--- src/rtl/int8_mac_feeder_if.sv ---
// int8_mac_feeder_if -- bundles the control, operand stream, MAC-side and
// result signals of int8_mac_feeder.
//   slave  : the feeder itself (consumes start/operands/MAC result, drives the rest)
//   master : the environment (controller, operand source, MAC, result sink)
// With INT8_MAC_FEEDER_SAT_EN defined, the bundle also carries res_ovf.
interface int8_mac_feeder_if #(
  parameter int CNT_W = 8
);
  logic             start;
  logic [CNT_W-1:0] num_tiles;
  logic             busy;
  // operand word stream
  logic             in_valid;
  logic             in_ready;
  logic [31:0]      in_a;
  logic [31:0]      in_b;
  // MAC side
  logic             mac_int8_en;
  logic [263:0]     mac_a_vec;
  logic [263:0]     mac_b_vec;
  logic [23:0]      mac_psum_in;
  logic [23:0]      mac_psum_out;
  // result stream
  logic             res_valid;
  logic             res_ready;
  logic [23:0]      res_data;
`ifdef INT8_MAC_FEEDER_SAT_EN
  logic             res_ovf;

  modport slave (
    input  start, num_tiles, in_valid, in_a, in_b, mac_psum_out, res_ready,
    output busy, in_ready, mac_int8_en, mac_a_vec, mac_b_vec, mac_psum_in,
           res_valid, res_data, res_ovf
  );
  modport master (
    output start, num_tiles, in_valid, in_a, in_b, mac_psum_out, res_ready,
    input  busy, in_ready, mac_int8_en, mac_a_vec, mac_b_vec, mac_psum_in,
           res_valid, res_data, res_ovf
  );
`else
  modport slave (
    input  start, num_tiles, in_valid, in_a, in_b, mac_psum_out, res_ready,
    output busy, in_ready, mac_int8_en, mac_a_vec, mac_b_vec, mac_psum_in,
           res_valid, res_data
  );
  modport master (
    output start, num_tiles, in_valid, in_a, in_b, mac_psum_out, res_ready,
    input  busy, in_ready, mac_int8_en, mac_a_vec, mac_b_vec, mac_psum_in,
           res_valid, res_data
  );
`endif
endinterface

--- src/rtl/int8_mac_feeder.sv ---
// int8_mac_feeder -- operand sequencer and accumulator for the 32-lane int8 MAC.
// Packs 8 operand words (4 A bytes + 4 B bytes each) into one 32-lane tile,
// pulses the MAC once per tile with the running partial sum, captures the
// MAC's registered result one cycle later, and after the programmed number of
// tiles offers the 24-bit dot product on the result handshake.
// Ports:
//   clk, rst_n : clock, asynchronous active-low reset
//   bus        : int8_mac_feeder_if.slave
//                start/num_tiles/busy         control
//                in_valid/in_ready/in_a/in_b  operand word stream
//                mac_*                        MAC tile, enable and partial sums
//                res_valid/res_ready/res_data result stream
// Build option: define INT8_MAC_FEEDER_SAT_EN to saturate the accumulator at
// 24'hFFFFFF on wrap and report a sticky res_ovf; otherwise sums wrap mod 2^24.
module int8_mac_feeder #(
  parameter int CNT_W = 8
) (
  input  logic             clk,
  input  logic             rst_n,
  int8_mac_feeder_if.slave bus
);

  typedef enum logic [2:0] {IDLE, LOAD, FIRE, WAIT, DONE} state_t;

  state_t                 state, state_nxt;
  logic [2:0]             word_cnt;
  logic [CNT_W-1:0]       tile_cnt;
  logic [CNT_W-1:0]       tile_max;
  logic [23:0]            acc;
  logic [7:0][31:0]       a_buf;   // word w -> lanes 4w..4w+3
  logic [7:0][31:0]       b_buf;
  logic                   last_tile;
`ifdef INT8_MAC_FEEDER_SAT_EN
  logic                   ovf;
`endif

  assign last_tile = (tile_cnt == tile_max - CNT_W'(1));

  // state register
  always_ff @(posedge clk or negedge rst_n) begin
    if (!rst_n) state <= IDLE;
    else        state <= state_nxt;
  end

  // next state and handshake/control outputs
  always_comb begin
    state_nxt       = state;
    bus.in_ready    = 1'b0;
    bus.mac_int8_en = 1'b0;
    bus.res_valid   = 1'b0;
    bus.busy        = (state != IDLE);
    case (state)
      IDLE: if (bus.start) state_nxt = LOAD;
      LOAD: begin
        bus.in_ready = 1'b1;
        if (bus.in_valid && word_cnt == 3'd7) state_nxt = FIRE;
      end
      FIRE: begin
        bus.mac_int8_en = 1'b1;
        state_nxt       = WAIT;
      end
      WAIT: state_nxt = last_tile ? DONE : LOAD;
      DONE: begin
        bus.res_valid = 1'b1;
        if (bus.res_ready) state_nxt = IDLE;
      end
      default: state_nxt = IDLE;
    endcase
  end

  // datapath: tile buffers, counters, accumulator
  always_ff @(posedge clk or negedge rst_n) begin
    if (!rst_n) begin
      word_cnt <= '0;
      tile_cnt <= '0;
      tile_max <= '0;
      acc      <= '0;
      a_buf    <= '0;
      b_buf    <= '0;
`ifdef INT8_MAC_FEEDER_SAT_EN
      ovf      <= 1'b0;
`endif
    end else begin
      case (state)
        IDLE: if (bus.start) begin
          tile_max <= (bus.num_tiles == '0) ? CNT_W'(1) : bus.num_tiles;
          word_cnt <= '0;
          tile_cnt <= '0;
          acc      <= '0;
`ifdef INT8_MAC_FEEDER_SAT_EN
          ovf      <= 1'b0;
`endif
        end
        LOAD: if (bus.in_valid) begin
          a_buf[word_cnt] <= bus.in_a;
          b_buf[word_cnt] <= bus.in_b;
          word_cnt        <= word_cnt + 3'd1;  // 3 bits: wraps to 0 after beat 7
        end
        WAIT: begin
`ifdef INT8_MAC_FEEDER_SAT_EN
          // products are non-negative, so a smaller result means the sum wrapped
          if (ovf || bus.mac_psum_out < acc) begin
            acc <= 24'hFF_FFFF;
            ovf <= 1'b1;
          end else begin
            acc <= bus.mac_psum_out;
          end
`else
          acc <= bus.mac_psum_out;
`endif
          if (!last_tile) tile_cnt <= tile_cnt + CNT_W'(1);
        end
        default: ;
      endcase
    end
  end

  assign bus.mac_a_vec   = {8'h00, a_buf};
  assign bus.mac_b_vec   = {8'h00, b_buf};
  assign bus.mac_psum_in = acc;
  assign bus.res_data    = acc;   // only leaves acc in WAIT, so stable in DONE
`ifdef INT8_MAC_FEEDER_SAT_EN
  assign bus.res_ovf     = ovf;
`endif

endmodule

--- src/flat_wrapper.sv ---
// flat-port wrapper written by rule: the top's interface ports become plain ports
module int8_mac_feeder_flat 
#(
  parameter int CNT_W = 8
)
  (clk, rst_n, bus_start, bus_num_tiles, bus_in_valid, bus_in_a, bus_in_b, bus_mac_psum_out, bus_res_ready, bus_busy, bus_in_ready, bus_mac_int8_en, bus_mac_a_vec, bus_mac_b_vec, bus_mac_psum_in, bus_res_valid, bus_res_data);
  int8_mac_feeder_if #(.CNT_W(CNT_W)) bus_i ();
  input  logic clk;
  input  logic rst_n;
  input wire logic [$bits(bus_i.start)-1:0] bus_start;
  input wire logic [$bits(bus_i.num_tiles)-1:0] bus_num_tiles;
  input wire logic [$bits(bus_i.in_valid)-1:0] bus_in_valid;
  input wire logic [$bits(bus_i.in_a)-1:0] bus_in_a;
  input wire logic [$bits(bus_i.in_b)-1:0] bus_in_b;
  input wire logic [$bits(bus_i.mac_psum_out)-1:0] bus_mac_psum_out;
  input wire logic [$bits(bus_i.res_ready)-1:0] bus_res_ready;
  output wire logic [$bits(bus_i.busy)-1:0] bus_busy;
  output wire logic [$bits(bus_i.in_ready)-1:0] bus_in_ready;
  output wire logic [$bits(bus_i.mac_int8_en)-1:0] bus_mac_int8_en;
  output wire logic [$bits(bus_i.mac_a_vec)-1:0] bus_mac_a_vec;
  output wire logic [$bits(bus_i.mac_b_vec)-1:0] bus_mac_b_vec;
  output wire logic [$bits(bus_i.mac_psum_in)-1:0] bus_mac_psum_in;
  output wire logic [$bits(bus_i.res_valid)-1:0] bus_res_valid;
  output wire logic [$bits(bus_i.res_data)-1:0] bus_res_data;
  assign bus_i.start = bus_start;
  assign bus_i.num_tiles = bus_num_tiles;
  assign bus_i.in_valid = bus_in_valid;
  assign bus_i.in_a = bus_in_a;
  assign bus_i.in_b = bus_in_b;
  assign bus_i.mac_psum_out = bus_mac_psum_out;
  assign bus_i.res_ready = bus_res_ready;
  assign bus_busy = bus_i.busy;
  assign bus_in_ready = bus_i.in_ready;
  assign bus_mac_int8_en = bus_i.mac_int8_en;
  assign bus_mac_a_vec = bus_i.mac_a_vec;
  assign bus_mac_b_vec = bus_i.mac_b_vec;
  assign bus_mac_psum_in = bus_i.mac_psum_in;
  assign bus_res_valid = bus_i.res_valid;
  assign bus_res_data = bus_i.res_data;
  int8_mac_feeder #(.CNT_W(CNT_W)) u_core (.clk(clk), .rst_n(rst_n), .bus(bus_i));
endmodule
--- config.mk ---
export PLATFORM = sky130hd
export DESIGN_NAME = int8_mac_feeder_flat
export DESIGN_NICKNAME = d
export VERILOG_FILES = /design/src/rtl/int8_mac_feeder_if.sv /design/src/rtl/int8_mac_feeder.sv /design/src/flat_wrapper.sv
export SDC_FILE = /design/constraint.sdc
export NUM_CORES = 1
export LEC_CHECK = 0
export BUFFER_PORTS_ARGS = -buffer_cell sky130_fd_sc_hd__buf_2
export CAP_MARGIN = 20
export CORE_AREA = 2 2 264 266
export CTS_CLUSTER_DIAMETER = 120
export CTS_CLUSTER_SIZE = 12
export DETAILED_ROUTE_END_ITERATION = 10
export DIE_AREA = 0 0 266 268
export GPL_TIMING_DRIVEN = 0
export SLEW_MARGIN = 0
export SYNTH_ARGS = -nofsm -noshare
export SYNTH_HDL_FRONTEND = slang
export SYNTH_SLANG_ARGS = --single-unit
--- constraint.sdc ---
create_clock -name clk -period 3.64 [get_ports clk]
set_input_delay 0.182 -clock clk [delete_from_list [all_inputs] [get_ports clk]]
set_output_delay 0.182 -clock clk [all_outputs]
set_load 0.005 [all_outputs]
==> summary.txt <==
Outcome
  – Outcome: finished, final reports clean

Timing
  – RSZ-0062 raised after global routing: no
  – Fin Hold WS: 83.0 ps
  – Maximum clock frequency: 389 MHz
  – Tightest Pin Transition: a little over 1000 ps
  – Minimum clock period: between 2000 and 3000 ps
  – Setup-failing EPs final: 0
  – Hold Fails Final Rpt: 0
  – Slew Limit Fails: 0
  – Slew margin rel.: 0.313
  – Final Cycle Share: 0.706
  – Final Skew: between 20 and 25 ps

Logic synthesis
  – Synth Cell Area: ~0.022 mm2
  – Yosys warnings: 0
  – Async set or reset register ratio after synthesis: 1.00
  – Sequential fraction of the synthesis area: 0.638
  – Yosys top cell by area: dfrtp_1
  – Synth Instances: between 1000 and 1500
  – Post-synthesis compound-gate area fraction: 0.0200
  – Yosys top cell area share: 0.638
  – Multiplexer share of the synthesized area: 0.277
  – Post-synth top flop: dfrtp_1
  – Main combinational cell family by area after synthesis: multiplexers
  – Post-synthesis average cell area: ~16 um2
  – Largest cells by area after synthesis: dfrtp_1 64%, mux2_2 22%, mux2_4 4.1%
  – Count of cell types in the netlist: 55
  – EDFF count, synth: 0
  – Synth Area in Adders: 0.00229
  – Simple logic cell fraction of the synthesized area: 0.0236
  – Synth Area in XOR/XNOR: 0.00360
  – FF+latch count, synth: about 560

Critical path
  – CP max stage delay: roughly 610 ps
  – Count of buffer and inverter cells on the critical path: 2
  – R2R Setup Slk: approximately 1100 ps
  – Worst-path fanout max: 10
  – CP delay by family, top: simple AND/OR/NAND/NOR gates
  – Crit. End Element: register
  – WS Path Type: register to register
  – WP depth: 7
  – Crit path arrival time: 3040 ps
  – Crit path max-delay cell type: nand4_2
  – Worst endpoint required time: 4110 ps
  – Element type at the critical path start: register
  – Cell chain of the critical path: buf_6 -> nor2_8 -> nand2_4 -> nor2_1 -> nand4_2 -> buf_2 -> mux2_1
  – Reg2Reg Depth: 7

Pwr
  – Total Power: 25.5 mW
  – Power per Cell Area: 884 mW/mm2
  – LEAKAGE: 14.3 nW
  – Max VDD drop: 0.000443 V

Clocking
  – CTS buffer count: 52
  – Clk pin slew, worst setup/hold paths: approximately 70 ps
  – CTS sink cnt: 558
  – Root buf cell: clkbuf_16
  – CTS tree: yes
  – Clk_lat worst skew: roughly 590 ps
  – # H-tree levels: 2
  – Max Buffers Root-to-Sink: 3

Final layout
  – Area of the multi-input gates: roughly 0.0072 mm2
  – Final non-filler cell total: 3058
  – Share of cells above drive strength 1: 0.608
  – Most common cell after layout, fill and taps aside: buf_2
  – Fillcell total: ~6300
  – Register Area: around 0.014 mm2
  – Final nets: between 2000 and 2500
  – Most frequent cells in the layout: 698 x buf_2, 558 x dfrtp_1, 419 x mux2_2
  – Area growth syn-to-layout: 31.8%
  – Number of diodes: 0
  – Post-layout util: 0.423

Floorplan
  – Die width: 266 um
  – CORE AREA: roughly 0.07 mm2
  – Die Ht: approximately 270 um
  – Die area: ~0.071 mm2
  – Initial Utilization: 0.321
  – # IOs: 681
  – Num rows: between 90 and 100

Route
  – Vias per cell: around 4.7
  – Antenna-violating nets left: 0
  – DRC errors left: 0
  – WL/cell: roughly 22 um
  – DR vias: around 14000
  – Number of DRC markers in iteration 0: approximately 600
  – Drt pass-1 iters: 4
  – Wirelength, routed: between 60 and 70 mm

Global route
  – Largest net degree at the start of global routing: about 120
  – Tot GR Track Use: 0.185
  – Initial antenna violation count: 5
  – Vias in the first global route: roughly 15000
  – GR Overflow Total: 0
  – First-pass GRT wire length: about 100 mm

Place
  – # placed instances: 2911
  – DP HPWL: just under 50 mm
  – Port bufs: roughly 660
  – Gp weighted congestion: approximately 0.90

Run
  – # Max-Cap Violations: 0

Worst hold path
  – WHS Path Cells: 2
  – Hold Crit Class: primary input to register
## state kept, by name, indices dropped and copies added, names as in the netlist
| signal | cells |
|---|---|
| u_core.bus.mac_a_vec | 256 |
| u_core.bus.mac_b_vec | 256 |
| u_core.bus.mac_psum_in | 24 |
| u_core.tile_cnt | 8 |
| u_core.tile_max | 8 |
| u_core.state | 3 |
| u_core.word_cnt | 3 |
## cell families after synthesis
family          Yosys count
other cells               1
flops                   558
compound gates           56
mux                     520
buf+inv                 111
simple gates             83
xor+xnor                  9
fa+ha+maj                 4
## worst paths after layout
check                                                      from                                    end
setup / recovery                    u_core.state[1]$_DFFE_PN0P_  u_core.bus.mac_b_vec[192]$_DFFE_PN0P_
hold reg to reg            u_core.bus.mac_a_vec[86]$_DFFE_PN0P_   u_core.bus.mac_a_vec[86]$_DFFE_PN0P_
max in group asynchronous                                 rst_n         u_core.tile_cnt[0]$_DFFE_PN0P_
hold / removal                                     bus_in_a[10]   u_core.bus.mac_a_vec[42]$_DFFE_PN0P_
setup reg to reg                    u_core.state[1]$_DFFE_PN0P_  u_core.bus.mac_b_vec[192]$_DFFE_PN0P_
min in group asynchronous                                 rst_n   u_core.bus.mac_b_vec[52]$_DFFE_PN0P_
## where the power goes
group	internal, mW	switching [mW]
combinational	5.44	4.30
clock	2.60	2.24
sequential	9.28	1.65
## timing repair
item                                    CTS  global route
endpoints found under the setup margin    0             0
resized for setup                         0             0
buffers inserted                          0             0
endpoints found under the hold margin   570             0
hold buffers                             91             0
## layout make-up
class                   count  area share
well taps                 882      0.0383
flip-flops and latches    558       0.484
repair buffers            763       0.153
clock inverters             2    0.000868
multi-input cells         688       0.250
inverters                   6    0.000781
plain buffers             105      0.0257
clock buffers              54      0.0469
## Yosys cell counts (3+ instances only)
master	number
dfrtp_1	558
mux2_2	419
mux2_4	60
buf_4	41
buf_2	35
mux2_1	34
nand2_1	33
a22o_1	28
buf_6	20
clkbuf_1	9
o21ai_0	8
mux2i_1	7
nor2_1	6
xnor2_1	6
inv_1	5
a21oi_1	4
ha_1	4
nand3_1	4
o31ai_1	4
or2_2	4
nand2b_1	3
nand3b_1	3
nand4_1	3
nor3_1	3
xor2_1	3
## per-layer routing
| metal | global-route usage | wire length (um) |
|---|---|---|
| met1 | 0.223 | 26800 |
| met2 | 0.328 | 34300 |
| met3 | 0.0494 | 5100 |
| met4 | 0.0468 | 1680 |
| met5 | 0 | 0 |
## per-stage QoR
step	setup slack, ps	TNS, ps	cell area [um2]
floorplan	1610	0	21900
global placement	-8930	-4918210	26400
detailed placement	883	0	26600
CTS	882	0	28800
global route	847	0	28800
finish	1070	0	28800
Note: power is estimated with default switching activity, not from simulation.
